File: src/rtl/uart_tx_fsm.sv
// UART Tx frame sequencer: start, LSB-first data, optional parity, stop; one bit per CLK, Moore outputs.
// Requests are taken only in IDLE or STOP (ser_load same cycle); no queueing, the requester holds Data_Valid until accepted.
module uart_tx_fsm #(
  parameter int DATA_WIDTH = 8
) (
  input  logic       CLK,
  input  logic       RST,
  input  logic       Data_Valid,
  input  logic       PAR_EN,
  output logic       ser_load,
  output logic       ser_en,
  output logic [1:0] mux_sel,
  output logic       busy
);

  localparam int CNT_W = (DATA_WIDTH > 1) ? $clog2(DATA_WIDTH) : 1;
  localparam logic [CNT_W-1:0] LAST_BIT = CNT_W'(DATA_WIDTH - 1);

  localparam logic [1:0] SEL_START  = 2'b00;
  localparam logic [1:0] SEL_IDLE   = 2'b01;
  localparam logic [1:0] SEL_DATA   = 2'b10;
  localparam logic [1:0] SEL_PARITY = 2'b11;

  typedef enum logic [2:0] {
    IDLE   = 3'd0,
    START  = 3'd1,
    DATA   = 3'd2,
    PARITY = 3'd3,
    STOP   = 3'd4
  } state_t;

  state_t           state, state_nxt;
  logic [CNT_W-1:0] bit_cnt, bit_cnt_nxt;
  logic             par_en_q, par_en_nxt;

  always_ff @(posedge CLK or negedge RST) begin
    if (!RST) begin
      state    <= IDLE;
      bit_cnt  <= '0;
      par_en_q <= 1'b0;
    end else begin
      state    <= state_nxt;
      bit_cnt  <= bit_cnt_nxt;
      par_en_q <= par_en_nxt;
    end
  end

  always_comb begin
    state_nxt   = state;
    bit_cnt_nxt = bit_cnt;
    par_en_nxt  = par_en_q;
    ser_load    = 1'b0;
    ser_en      = 1'b0;
    mux_sel     = SEL_IDLE;
    busy        = 1'b0;

    case (state)
      IDLE: begin
        if (Data_Valid) begin
          // ser_load is the only Mealy output; gate it so it drops with reset and no edge
          ser_load   = RST;
          par_en_nxt = PAR_EN;
          state_nxt  = START;
        end
      end
      START: begin
        mux_sel     = SEL_START;
        busy        = 1'b1;
        bit_cnt_nxt = '0;
        state_nxt   = DATA;
      end
      DATA: begin
        mux_sel = SEL_DATA;
        ser_en  = 1'b1;
        busy    = 1'b1;
        if (bit_cnt == LAST_BIT) begin
          bit_cnt_nxt = '0;
          state_nxt   = par_en_q ? PARITY : STOP;
        end else begin
          bit_cnt_nxt = bit_cnt + 1'b1;
        end
      end
      PARITY: begin
        mux_sel   = SEL_PARITY;
        busy      = 1'b1;
        state_nxt = STOP;
      end
      STOP: begin
        busy = 1'b1;
        if (Data_Valid) begin
          ser_load   = RST;
          par_en_nxt = PAR_EN;
          state_nxt  = START;
        end else begin
          state_nxt = IDLE;
        end
      end
      default: begin
        state_nxt   = IDLE;
        bit_cnt_nxt = '0;
      end
    endcase
  end

endmodule

File: config.mk
export PLATFORM = sky130hd
export DESIGN_NAME = uart_tx_fsm
export DESIGN_NICKNAME = d
export VERILOG_FILES = /design/src/rtl/uart_tx_fsm.sv
export SDC_FILE = /design/constraint.sdc
export NUM_CORES = 1
export LEC_CHECK = 0
export ABC_CLOCK_PERIOD_IN_PS = 2090
export CAP_MARGIN = 0
export CORE_AREA = 2 2 39 41
export DETAILED_ROUTE_END_ITERATION = 8
export DIE_AREA = 0 0 41 43
export SYNTH_ARGS = -nofsm -noshare
export SYNTH_HDL_FRONTEND = slang
export SYNTH_SLANG_ARGS = --single-unit
File: constraint.sdc
create_clock -name CLK -period 2.09 [get_ports CLK]
set_clock_uncertainty 0.05 [all_clocks]
set_input_delay 0.418 -clock CLK [delete_from_list [all_inputs] [get_ports CLK]]
set_output_delay 0.418 -clock CLK [all_outputs]
set_load 0.005 [all_outputs]
==> out/results.txt <==
Status: finished clean
Dominant cells by area after synthesis: dfrtp_1 45%, ha_1 6.4%, mux2i_1 5.1%
Area grow syn2layout: 39.2%
Initial Util: 0.281
Global-route congestion overflow total: 0
Inserted Diodes: 0
Crit-path slowest cell: clkdlybuf4s50_1
Leading cell type in the layout, fill and taps excluded: clkdlybuf4s50_1
Largest net degree at the start of global routing: 8
Initial antenna violation count: 0
Critical Path Start Type: input pin
# Post-CTS Setup Buffers: 0
FF-to-FF Start: bit_cnt[0]
Final wirelength: 798 µm
R2R depth: 5
Root buf cell: clkbuf_4
IR drop worst, VDD: 353 µV
Leak: 0.258 nW
Vias after detailed routing: 321
Sequential fraction of the synthesis area: 0.450
Site row count: 14
Reg-to-reg slack, setup: 0.69 ns
PortBufs: 8
Post_cts resized: 0
Total of max-cap violations: 0
Setup crit start: RST
CP top delay family: buffers and inverters
CP Data Arrival Time: 1.59 ns
First-pass GRT wire length: 1.24 mm
Mapped cell area: 389 µm²
DR iter-0 viols: 3
Later-pin clock latency in the skew report: 0.25 ns
Tmin final: 2.06 ns
Share of post-route cells with drive strength above 1: 0.241
Worst min path class: in -> async
Die X-Extent: 41 µm
Final Net Count: 61
WL/cell: 11.4 µm
Least-Margin Pin Slew: 0.207 ns
Final Cycle Share: 0.986
CTS sink cnt: 7
Post-synth top area cell: dfrtp_1
Worst rel slew slack: 0.862
Worst-path clk slew: 0.05 ns
Post-synth top area share: 0.450
Final hold vios: 0
Initial DRT Pass Iterations: 2
Fmax: 485 MHz
Core area: 1380 µm²
Synthesized net count: 44
Final Core Density: 0.392
Vias in the first global route: 289
GPL Wtd Cong: 0.701
Crit. End Element: output port
Commonest non-fill, non-tap cells in the layout: 8 x clkdlybuf4s50_1, 7 x dfrtp_1, 5 x buf_4, 4 x nand2_1
Dpl hpwl: 576 µm
Crit path buffers/inverters: 2
Slew Limit Fails: 0
Setup violators final: 0
Hold Buf Count CTS: 0
Worst hold slack: 0.448 ns
Via density: 4.59
CP Max Fanout: 2
Die area: 1760 µm²
Synth warn: 0
Post-DRT Antenna Nets: 0
Gr usage total: 0.110
Top-Level Pins: 9
H-tree levels: 1
Capture point of the worst reg-to-reg path: bit_cnt[0]
Syn_area_per_cell: 10.2 µm²
Cts bufs inserted: 3
Power Density: 1430 nW/µm²
Die Y: 43 µm
Top cell by count, worst path: clkdlybuf4s50_1
Crit-path max cell delay: 0.52 ns
Remaining DRCs: 0
Cells after synthesis: 38
CP Class: in -> out
FF+latch count, synth: 7
CP cell instances: clkdlybuf4s50_1, and3_1, clkdlybuf4s50_1
Yosys cell types: 22
CTS Buffer Depth: 2
CP required: 1.62 ns
TritonCTS clock tree: built
-- cell families after synthesis --
group,count (synthesis),share of synthesized area
AND/OR/NAND/NOR,13,0.180
adder cells (fa/ha/maj),2,0.0643
buffers and inverters,4,0.0579
XOR/XNOR,1,0.0225
AO/OA/AOI/OAI,8,0.135
multiplexers,3,0.0900
flip-flops,7,0.450
-- worst max path at each step --
stage | endpoint | cells past startpoint
after floorplan | bit_cnt[0] | 5
after global placement | ser_load | 3
after detailed placement | ser_load | 3
after CTS | ser_load | 3
after global routing | ser_load | 3
final | ser_load | 3
-- registers in the layout (all words and copies together), names as in the netlist --
signal / cells
state: 3
bit_cnt: 3
par_en_q: 1
-- area by class of cell --
class | instances | area [µm²]
clock buffer | 4 | 26.3
fill | 141 | 842
inverter | 3 | 11.3
multi-input combinational | 27 | 191
sequential | 7 | 175
tap | 16 | 20.0
timing repair buffer | 13 | 118
-- per-layer routing --
layer	part of all wire	up-vias	track usage
li1	-	162	-
met1	0.46	150	0.144
met2	0.48	7	0.147
met3	0.040	2	0.0471
met4	0.015	0	0.0600
met5	0	-	0
-- synthesized netlist by cell type --
cell       count
mux2_4         1
o2bb2ai_1      1
nor2_1         3
nor3_1         1
nor2_4         1
xnor2_1        1
o31ai_1        1
inv_1          2
nand2_2        1
buf_6          1
dfrtp_1        7
nand2_1        4
a21o_1         1
ha_1           2
mux2i_1        2
inv_2          1
o21ai_1        2
and3_1         1
nand2b_1       1
a32oi_1        1
nand2b_2       1
a21oi_1        2
-- power by group --
part	internal (mW)	leakage, nW	switching [mW]
Sequential	0.191	0.0901	0.0602
Combinational	0.236	0.153	0.165
Clock	0.0730	0.0150	0.0522
Total	0.500	0.258	0.277
-- through the flow --
stage	setup TNS, ns	cells	instance area (µm²)	power (mW)	setup WS (ns)
2_1_floorplan	0	38	389	0.475	0.795
3_3_place_gp	0	64	500	0.620	0.0394
3_5_place_dp	0	64	500	0.628	0.0424
4_1_cts	0	68	527	0.760	0.00823
5_1_grt	-0.00494	70	542	0.843	-0.00494
6_report	0	70	542	0.777	0.0300
No activity file was read; power rests on OpenSTA's default activity.
